`src/rtl/frogger_pkg.sv`:
```
// Shared playfield constants, car coordinate types and lane tables for the frogger game.
package frogger_pkg;

  localparam int GRID_COLS  = 20;
  localparam int GRID_ROWS  = 15;
  localparam int CAR_SLOTS  = 16;
  localparam int LANE_COUNT = 8;

  typedef logic [4:0] car_x_t;
  typedef logic [3:0] car_y_t;
  typedef logic [3:0] div_cnt_t;

  typedef enum logic [1:0] {
    ST_IDLE   = 2'd0,
    ST_UPDATE = 2'd1,
    ST_CHECK  = 2'd2
  } sched_state_t;

  localparam car_y_t   LANE_ROW    [LANE_COUNT] = '{4'd2, 4'd3, 4'd4, 4'd5, 4'd8, 4'd9, 4'd10, 4'd11};
  localparam div_cnt_t BASE_PERIOD [LANE_COUNT] = '{4'd8, 4'd6, 4'd5, 4'd4, 4'd8, 4'd6, 4'd5, 4'd4};

  // The two cars of a lane start half a playfield apart.
  function automatic car_x_t init_x(input int car);
    if (car % 2 == 0) return car_x_t'(car);
    return car_x_t'((car + 9) % GRID_COLS);
  endfunction

  function automatic div_cnt_t lane_period(input div_cnt_t base, input logic [1:0] lvl);
    return (base > {2'b00, lvl}) ? (base - {2'b00, lvl}) : 4'd1;
  endfunction

endpackage

```
`src/rtl/traffic_scheduler_if.sv`:
```
// Control/status bundle between the game controller and the traffic scheduler.
interface traffic_scheduler_if;
  import frogger_pkg::*;

  logic                     frame_tick;
  logic                     run;
  logic                     restart;
  logic [1:0]               level;
  car_x_t                   frog_col;
  car_y_t                   frog_row;
  logic [CAR_SLOTS*5-1:0]   car_x;
  logic [CAR_SLOTS*4-1:0]   car_y;
  logic                     busy;
  logic                     hit;
  logic                     overrun;

  modport master (
    output frame_tick, run, restart, level, frog_col, frog_row,
    input  car_x, car_y, busy, hit, overrun
  );

  modport slave (
    input  frame_tick, run, restart, level, frog_col, frog_row,
    output car_x, car_y, busy, hit, overrun
  );

endinterface

```
`src/rtl/lane_stepper.sv`:
```
// Combinational one-column step of a car x position, wrapping at the playfield edges.
module lane_stepper
  import frogger_pkg::*;
#(
  parameter int COLS = 20
) (
  input  car_x_t x,
  input  logic   dir_left,
  output car_x_t x_next
);

  localparam car_x_t X_MAX = car_x_t'(COLS - 1);

  always_comb begin
    if (dir_left) x_next = (x == 5'd0) ? X_MAX : (x - 5'd1);
    else          x_next = (x == X_MAX) ? 5'd0 : (x + 5'd1);
  end

endmodule

```
`src/rtl/traffic_scheduler.sv`:
```
// Per-frame car sequencer: on each accepted vblank tick walks the lanes one per cycle,
// steps cars whose divider expires, then checks the frog cell for a collision.
module traffic_scheduler #(
  parameter int NUM_CARS  = 16,
  parameter int NUM_LANES = 8,
  parameter int GRID_COLS = 20
) (
  input logic               clk,
  input logic               rst_n,
  traffic_scheduler_if.slave bus
);
  import frogger_pkg::*;

  localparam int LW = $clog2(NUM_LANES);
  localparam logic [LW-1:0] LAST_LANE = LW'(NUM_LANES - 1);

  sched_state_t  state_q, state_d;
  logic [LW-1:0] lane_q;
  logic [1:0]    level_q;
  div_cnt_t      cnt_q [NUM_LANES];
  car_x_t        x_q   [NUM_CARS];
  logic          hit_q, overrun_q;

  logic     latch_en, upd_en, chk_en, busy_c;
  logic     step_lane, frog_hit;
  div_cnt_t period;
  car_x_t   x_a_next, x_b_next;

  always_ff @(posedge clk or negedge rst_n) begin
    if (!rst_n)           state_q <= ST_IDLE;
    else if (bus.restart) state_q <= ST_IDLE;
    else                  state_q <= state_d;
  end

  always_comb begin
    state_d = state_q;
    unique case (state_q)
      ST_IDLE:   if (bus.frame_tick && bus.run) state_d = ST_UPDATE;
      ST_UPDATE: if (lane_q == LAST_LANE)       state_d = ST_CHECK;
      ST_CHECK:  state_d = ST_IDLE;
      default:   state_d = ST_IDLE;
    endcase
  end

  always_comb begin
    latch_en = 1'b0;
    upd_en   = 1'b0;
    chk_en   = 1'b0;
    busy_c   = 1'b1;
    unique case (state_q)
      ST_IDLE:   begin latch_en = bus.frame_tick & bus.run; busy_c = 1'b0; end
      ST_UPDATE: upd_en = 1'b1;
      ST_CHECK:  chk_en = 1'b1;
      default:   busy_c = 1'b0;
    endcase
  end

  // Both cars of the selected lane share one pair of steppers; odd lanes drive left.
  lane_stepper #(.COLS(GRID_COLS)) u_step_a (.x(x_q[{lane_q, 1'b0}]), .dir_left(lane_q[0]), .x_next(x_a_next));
  lane_stepper #(.COLS(GRID_COLS)) u_step_b (.x(x_q[{lane_q, 1'b1}]), .dir_left(lane_q[0]), .x_next(x_b_next));

  assign period    = lane_period(BASE_PERIOD[lane_q], level_q);
  assign step_lane = (cnt_q[lane_q] == (period - 4'd1));

  always_comb begin
    frog_hit = 1'b0;
    for (int i = 0; i < NUM_CARS; i++)
      if ((x_q[i] == bus.frog_col) && (LANE_ROW[i/2] == bus.frog_row)) frog_hit = 1'b1;
  end

  always_ff @(posedge clk or negedge rst_n) begin
    if (!rst_n) begin
      lane_q    <= '0;
      level_q   <= '0;
      hit_q     <= 1'b0;
      overrun_q <= 1'b0;
      for (int i = 0; i < NUM_LANES; i++) cnt_q[i] <= '0;
      for (int i = 0; i < NUM_CARS; i++)  x_q[i]   <= init_x(i);
    end else if (bus.restart) begin
      lane_q    <= '0;
      level_q   <= '0;
      hit_q     <= 1'b0;
      overrun_q <= 1'b0;
      for (int i = 0; i < NUM_LANES; i++) cnt_q[i] <= '0;
      for (int i = 0; i < NUM_CARS; i++)  x_q[i]   <= init_x(i);
    end else begin
      hit_q     <= chk_en & frog_hit;
      overrun_q <= bus.frame_tick & busy_c;
      if (latch_en) begin
        level_q <= bus.level;
        lane_q  <= '0;
      end
      if (upd_en) begin
        lane_q <= lane_q + LW'(1);
        if (step_lane) begin
          cnt_q[lane_q]        <= '0;
          x_q[{lane_q, 1'b0}]  <= x_a_next;
          x_q[{lane_q, 1'b1}]  <= x_b_next;
        end else begin
          cnt_q[lane_q] <= cnt_q[lane_q] + 4'd1;
        end
      end
    end
  end

  for (genvar i = 0; i < NUM_CARS; i++) begin : g_car
    assign bus.car_x[5*i +: 5] = x_q[i];
    assign bus.car_y[4*i +: 4] = LANE_ROW[i/2];
  end

  assign bus.busy    = busy_c;
  assign bus.hit     = hit_q;
  assign bus.overrun = overrun_q;

endmodule

```
`src/flat_wrapper.sv`:
```
// flat-port wrapper written by rule: the top's interface ports become plain ports
module traffic_scheduler_flat import frogger_pkg::*;
#(
  parameter int NUM_CARS  = 16,
  parameter int NUM_LANES = 8,
  parameter int GRID_COLS = 20
)
  (clk, rst_n, bus_frame_tick, bus_run, bus_restart, bus_level, bus_frog_col, bus_frog_row, bus_car_x, bus_car_y, bus_busy, bus_hit, bus_overrun);
  traffic_scheduler_if bus_i ();
  input logic clk;
  input logic rst_n;
  input wire logic [$bits(bus_i.frame_tick)-1:0] bus_frame_tick;
  input wire logic [$bits(bus_i.run)-1:0] bus_run;
  input wire logic [$bits(bus_i.restart)-1:0] bus_restart;
  input wire logic [$bits(bus_i.level)-1:0] bus_level;
  input wire logic [$bits(bus_i.frog_col)-1:0] bus_frog_col;
  input wire logic [$bits(bus_i.frog_row)-1:0] bus_frog_row;
  output wire logic [$bits(bus_i.car_x)-1:0] bus_car_x;
  output wire logic [$bits(bus_i.car_y)-1:0] bus_car_y;
  output wire logic [$bits(bus_i.busy)-1:0] bus_busy;
  output wire logic [$bits(bus_i.hit)-1:0] bus_hit;
  output wire logic [$bits(bus_i.overrun)-1:0] bus_overrun;
  assign bus_i.frame_tick = bus_frame_tick;
  assign bus_i.run = bus_run;
  assign bus_i.restart = bus_restart;
  assign bus_i.level = bus_level;
  assign bus_i.frog_col = bus_frog_col;
  assign bus_i.frog_row = bus_frog_row;
  assign bus_car_x = bus_i.car_x;
  assign bus_car_y = bus_i.car_y;
  assign bus_busy = bus_i.busy;
  assign bus_hit = bus_i.hit;
  assign bus_overrun = bus_i.overrun;
  traffic_scheduler #(.NUM_CARS(NUM_CARS), .NUM_LANES(NUM_LANES), .GRID_COLS(GRID_COLS)) u_core (.clk(clk), .rst_n(rst_n), .bus(bus_i));
endmodule
```
`config.mk`:
```
export PLATFORM = sky130hd
export DESIGN_NAME = traffic_scheduler_flat
export DESIGN_NICKNAME = d
export VERILOG_FILES = /design/src/rtl/frogger_pkg.sv /design/src/rtl/traffic_scheduler_if.sv /design/src/rtl/lane_stepper.sv /design/src/rtl/traffic_scheduler.sv /design/src/flat_wrapper.sv
export SDC_FILE = /design/constraint.sdc
export NUM_CORES = 1
export LEC_CHECK = 0
export ABC_AREA = 1
export BUFFER_PORTS_ARGS = -buffer_cell sky130_fd_sc_hd__buf_2
export CELL_PAD_IN_SITES_DETAIL_PLACEMENT = 1
export CELL_PAD_IN_SITES_GLOBAL_PLACEMENT = 2
export CORE_MARGIN = 3
export CORE_UTILIZATION = 31
export DETAILED_ROUTE_END_ITERATION = 12
export GPL_TIMING_DRIVEN = 0
export HOLD_SLACK_MARGIN = 0.15
export PLACE_DENSITY = 0.82
export SETUP_SLACK_MARGIN = 0.05
export SYNTH_ARGS = -nofsm -noshare
export SYNTH_HDL_FRONTEND = slang
export SYNTH_SLANG_ARGS = --single-unit
```
`constraint.sdc`:
```
create_clock -name clk -period 4.25 [get_ports clk]
set_input_delay 0.425 -clock clk [delete_from_list [all_inputs] [get_ports clk]]
set_output_delay 0.425 -clock clk [all_outputs]
set_load 0.05 [all_outputs]
```
==> Word-level counts from Yosys, hierarchy flattened <==
Memories as Yosys holds them, arrays and structs flattened.
Cells that the tools add are included.
{ "totals": {"input_bits": 16, "rom_bits": 32, "memories": 1, "regBits": 121} }
{ "memory_table": {"columns": ["memory", "words", "word_bits", "read_ports", "rd_ports_with_merged_regs", "write_ports", "line", "text"], "rows": [
  ["(name not given)", 8, 4, 1, 0, 0, "traffic_scheduler.sv:62", "assign period = lane_period(BASE_PERIOD[lane_q], level_q);"]
]} }
{ "op_classes": {"n_reduce_logical": 30, "mux": 73, "addsub": 8, "bitwise_logic": 8, "order_cmp": 7, "eq_ne": 32} }
{ "ops": {"columns": ["cell", "n"], "rows": [
  ["$mux 80", 3],
  ["$bwmux 80", 2],
  ["$mux 32", 3],
  ["$eq 5x5->1", 16],
  ["$mux 5", 14],
  ["$mux 4", 12],
  ["$bmux 5 s4", 2],
  ["$demux 5 s4", 2],
  ["$and 32x32->32", 1],
  ["$bwmux 32", 1],
  ["$not 32->32", 1],
  ["$mux 1", 23],
  ["$logic_and 1x1->1", 20],
  ["$eq 4x4->1 const A", 4],
  ["$bmux 4 s3", 1],
  ["$demux 4 s3", 1],
  ["$add 5x1->5 const B", 2],
  ["$eq 5x5->1 const B", 2],
  ["$ge 5x5->1 const B", 2],
  ["$logic_not 5->1", 2],
  ["$lt 5x1->1 const B", 2],
  ["$mux 2", 5],
  ["$not 4->5", 2],
  ["$sub 5x1->5 const B", 2],
  ["other kinds (23)", 33]
]} }

==> Longest topological paths before layout <==
{ "logic_depth": {"depth_word": 20, "ltp_mapped": 28} }

==> By module <==
Synthesis repeated with hierarchy kept, for this count alone.
{ "unflattened": {"cells_unflattened": 1398, "hier_area_um2": 9331.4} }
{ "modules_own_cells": {"columns": ["module", "n_inst", "area_each_um2", "seq_area_each_um2", "cells_per_inst"], "rows": [
  ["traffic_scheduler", 1, 8851.0, 3057.9, 1308],
  ["lane_stepper", 2, 240.2, 0.0, 45]
]} }

==> Least setup slack after synthesis <==
Ideal clock, no wire load.
{ "synth_timing": {"path_kind": "reg-to-reg", "startpoint": "reg u_core.lane_q[0]", "endpoint": "reg u_core.x_q, in the netlist u_core.bus.car_x[74]", "setup_ns": 0.118, "required_ns": 4.132, "slack_ns": 0.400, "path_stages_with_launch": 29, "n_path_buf": 6, "t_arrival_ns": 3.731, "cell_sequence": "dfrtp_1 inv_2 buf_6 buf_6 buf_6 buf_6 clkbuf_1 ha_1 inv_1 ha_1 inv_1 fa_1 nand2_1 nand2_1 nand2_1 inv_1 ha_1 nand3b_1 nand2_1 inv_1 nand3_1 nand2_2 nor2_4 nand2_8 nand2_8 nand3_2 buf_2 nand2_1 nand2_1"} }
{ "synth_via": {"elab_chain_cells": 12} }
{ "synth_rtl": {"columns": ["element", "line", "text"], "rows": [
  ["start, declared", "traffic_scheduler.sv:18", "logic [LW-1:0] lane_q;"],
  ["start signal, assigned", "traffic_scheduler.sv:94", "lane_q <= lane_q + LW'(1);"],
  ["parallel branches: the longest is 12 deep, another holds $mem_v2 8x4", null, null],
  ["end signal, assigned by index", "traffic_scheduler.sv:97", "x_q[{lane_q, 1'b0}] <= x_a_next;"],
  ["end signal, assigned by index", "traffic_scheduler.sv:98", "x_q[{lane_q, 1'b1}] <= x_b_next;"],
  ["end, declared", "traffic_scheduler.sv:21", "car_x_t x_q [NUM_CARS];"]
]} }
Parallel ways; which one is timed is not known. The select of a mux whose other input is x is not followed.
A chain may end at the register's enable or synchronous reset.

==> Final worst setup path <==
{ "layout_timing": {"startpoint": "reg u_core.lane_q[0]", "endpoint": "reg u_core.x_q, in the netlist u_core.bus.car_x[16]"} }
The elaborated chain is that of the path after synthesis.

==> flow_summary.toml <==
[placement]
hpwlAfterDp_um = 31400
placed_area_sq_um = 10800
io_buffers = 92
gp_congestion = 0.912

[timing]
hold_viol_final = 0
relSlewSlack_pct = 28.7
fin_crit_sh_pct = 89.6
whs_ps = 207
period_needed_ps = 3810
max_freq_mhz = 263
setup_tns_ps = 0
tightest_slew_ps = 1070
setup_viol = 0
fin_skew_ps = 15.7
drv_slew = 0
rsz0062_at_grt = "false"

[cts]
numCtsBuffers = 17
cts_root_buffer = "clkbuf_16"
clk_pin_slew_worst_paths_ps = 70
cts.htree.levels = 4
tritoncts = "built"
clkSinkCount = 121
clk_latency_ps = 450
cts_max_path_buffers = 2

[power]
cellLeakagePower_nw = 6.14
p_sw_share_pct = 57.1
switching_power_mw = 4.95
powerDensity_nw_per_um2 = 756
clock_power_share_pct = 16.9
peakVddDrop_mv = 0.300
sequentialPowerShare_pct = 22.2
p_int_mw = 3.71
power_frac_comb_pct = 60.8

[global_route]
grt_pass1_wl_um = 63100
grtUsageTotal_pct = 24.8
antenna_found_initial = 0
grt_pass1_vias = 10500
grt_overflow = 0
grt_max_degree = 84

[final_layout]
final_common_cell = "nand2_1"
fin_util_pct = 38.0
design_area_sq_um = 11500
final_cell_mix = "558 x nand2_1, 133 x inv_1, 120 x nand3_1, 104 x buf_2, 96 x dfrtp_1"
synthToLayoutAreaGrowth_pct = 19.1
layout-drive-gt1-share_pct = 19.1
nNetsFinal = 1682
diodes = 0

[run]
max_cap_violations = 0

[critical_path]
crit_path_start = "u_core.lane_q[0]"
regToRegStartpoint = "u_core.lane_q[0]"
worstSetupStartpointType = "flop"
required_ps = 4630
end_kind = "flop"
cp_max_fo = 48
crit_arrival_ps = 4180
worstSetupPathType = "flop to flop"

[floorplan]
die_area_sq_um = 33200
start_util_pct = 31.9
die_w_um = 182
coreArea_sq_um = 30100
die_h_um = 182
fp-row-count = 63
io_pins = 163

[synth]
synth_area_sq_um = 9610
yosysWarnings = 0
syn_area_per_cell_sq_um = 6.53
synth_edf_count = 0
synth_cell_types = 40
synth_ff_type = "dfrtp_1"
synth_seq_cells = 121
async_flop_share_pct = 100
ys_seq_area_share_pct = 31.8
postSynthCellCount = 1472

[route]
via_count = 10300
wl_per_cell_um = 20.1
ant_nets = 0
dr.pass1.iters = 7
drtIter0Drc = 703
drt-total-wl_um = 41200
vias_per_cell = 5.03
drc_errors = 0

[worst_hold_path]
min_from = "bus_frame_tick"
worstHoldPathType = "input port to flop"

[outcome]
outcome = "complete, no violations"
## what timing repair did
action                                  4_1_cts  5_1_grt
resized for setup                            13        8
hold buffers                                  1        0
cloned                                        0        0
endpoints found under the setup margin      112      112
buffers inserted                              4        0
pin swaps                                     3        0
hold endpoints to repair                     31        0
## Yosys cell counts, types with 6 or more instances
| cell type | n | share of area [%] |
|---|---|---|
| a21oi_1 | 54 | 2.8 |
| buf_1 | 7 | 0.27 |
| buf_2 | 20 | 1.0 |
| buf_4 | 71 | 5.5 |
| buf_6 | 12 | 1.4 |
| clkbuf_1 | 20 | 0.78 |
| dfrtp_1 | 97 | 25 |
| dfstp_2 | 24 | 6.6 |
| ha_1 | 18 | 2.3 |
| inv_1 | 133 | 5.2 |
| inv_2 | 13 | 0.51 |
| nand2_1 | 560 | 22 |
| nand2_2 | 10 | 0.65 |
| nand3_1 | 121 | 6.3 |
| nand3_2 | 6 | 0.62 |
| nand4_1 | 7 | 0.46 |
| nor2_1 | 78 | 3.0 |
| nor2_2 | 7 | 0.46 |
| nor2_4 | 8 | 0.94 |
| nor3_1 | 35 | 1.8 |
| o211ai_1 | 13 | 1.0 |
| o21ai_0 | 17 | 0.89 |
| o21ai_1 | 52 | 2.7 |
| o22ai_1 | 22 | 1.4 |
| or2_2 | 6 | 0.39 |
| xnor2_1 | 21 | 1.9 |
| xor2_1 | 19 | 1.7 |
## kinds of logic (layout without fill, tap and decap cells)
logic type	count (synthesis)	in the layout	synth area share, %
and+or+nand+nor	849	849	37.7
buffers and inverters	280	406	14.9
AOI/OAI and AO/OA	161	161	9.27
DFF	121	121	31.8
xor gates and xnor gates	40	40	3.64
adders and majority gates	19	19	2.55
other	2	64	0.0781
## power groups by stage
stage | logic (mW) | clock network (mW) | registers (mW)
floorplan | 3.16 | 0 | 2.37
global placement | 5.14 | 0 | 1.93
detailed placement | 5.23 | 0 | 1.94
CTS | 5.28 | 1.48 | 1.91
global route | 5.78 | 1.53 | 1.95
finish | 5.26 | 1.47 | 1.92
## worst max-delay path, stage by stage (launching register included)
cell and delay (ps):
dfrtp_2 400, inv_2 70, buf_6 240, ha_1 260, inv_1 50, ha_1 140, inv_1 60, fa_1 440
nand2_1 110, nand2_1 120, nand2_2 100, inv_1 50, ha_1 180, nand3b_1 160, nand2_2 110, inv_1 60
nand3_1 90, nand2_2 70, nor2_4 160, nand2_8 130, o21ai_4 190, buf_12 140, buf_6 160, nand3_1 110
nand2_1 80
## routing by layer
metal,global-route usage [%],wire (um),vias up
met5,0,0,-
met3,3.47,2070,78
met4,9.66,1430,0
li1,-,-,4863
met2,43.0,20300,334
met1,31.2,17500,5042
## stage by stage
| step | power, mW | worst slack, ps | cells |
|---|---|---|---|
| finish | 8.66 | 444 | 2050 |
| global route | 9.27 | 90.4 | 2050 |
| CTS | 8.68 | 150 | 2052 |
| detailed placement | 7.16 | -639 | 2017 |
| global placement | 7.07 | -550 | 2016 |
| floorplan | 5.52 | 400 | 1534 |
## sequential cells by signal, summed over array words and instances, names as in the netlist
| register | cells |
|---|---|
| u_core.level_q | 2 |
| u_core.cnt_q | 32 |
| u_core.bus.hit | 1 |
| u_core.bus.overrun | 1 |
| u_core.bus.car_x | 80 |
| u_core.state_q | 2 |
| u_core.lane_q | 3 |
## path summary, 6_finish.rpt
kind / end / slack (ps) / cells after the start
min in group asynchronous: u_core.bus.car_x[25] / 460 / 2
max in group asynchronous: u_core.bus.car_x[63] / 2960 / 3
hold reg to reg: u_core.cnt_q[7] / 480 / 2
hold / removal: u_core.bus.overrun / 210 / 3
setup / recovery: u_core.bus.car_x[16] / 440 / 24
setup reg to reg: u_core.bus.car_x[16] / 440 / 24
## cell type report
class / count / area (sq um)
plain buffers: 126 / 870
clock buffers: 17 / 425
clock inverters: 15 / 134
fillers: 3934 / 18700
inverters: 150 / 566
multi-input cells: 1133 / 5360
flip-flops and latches: 121 / 3060
well taps: 390 / 488
repair buffers: 98 / 547
Power figures use the tool's default switching activity.
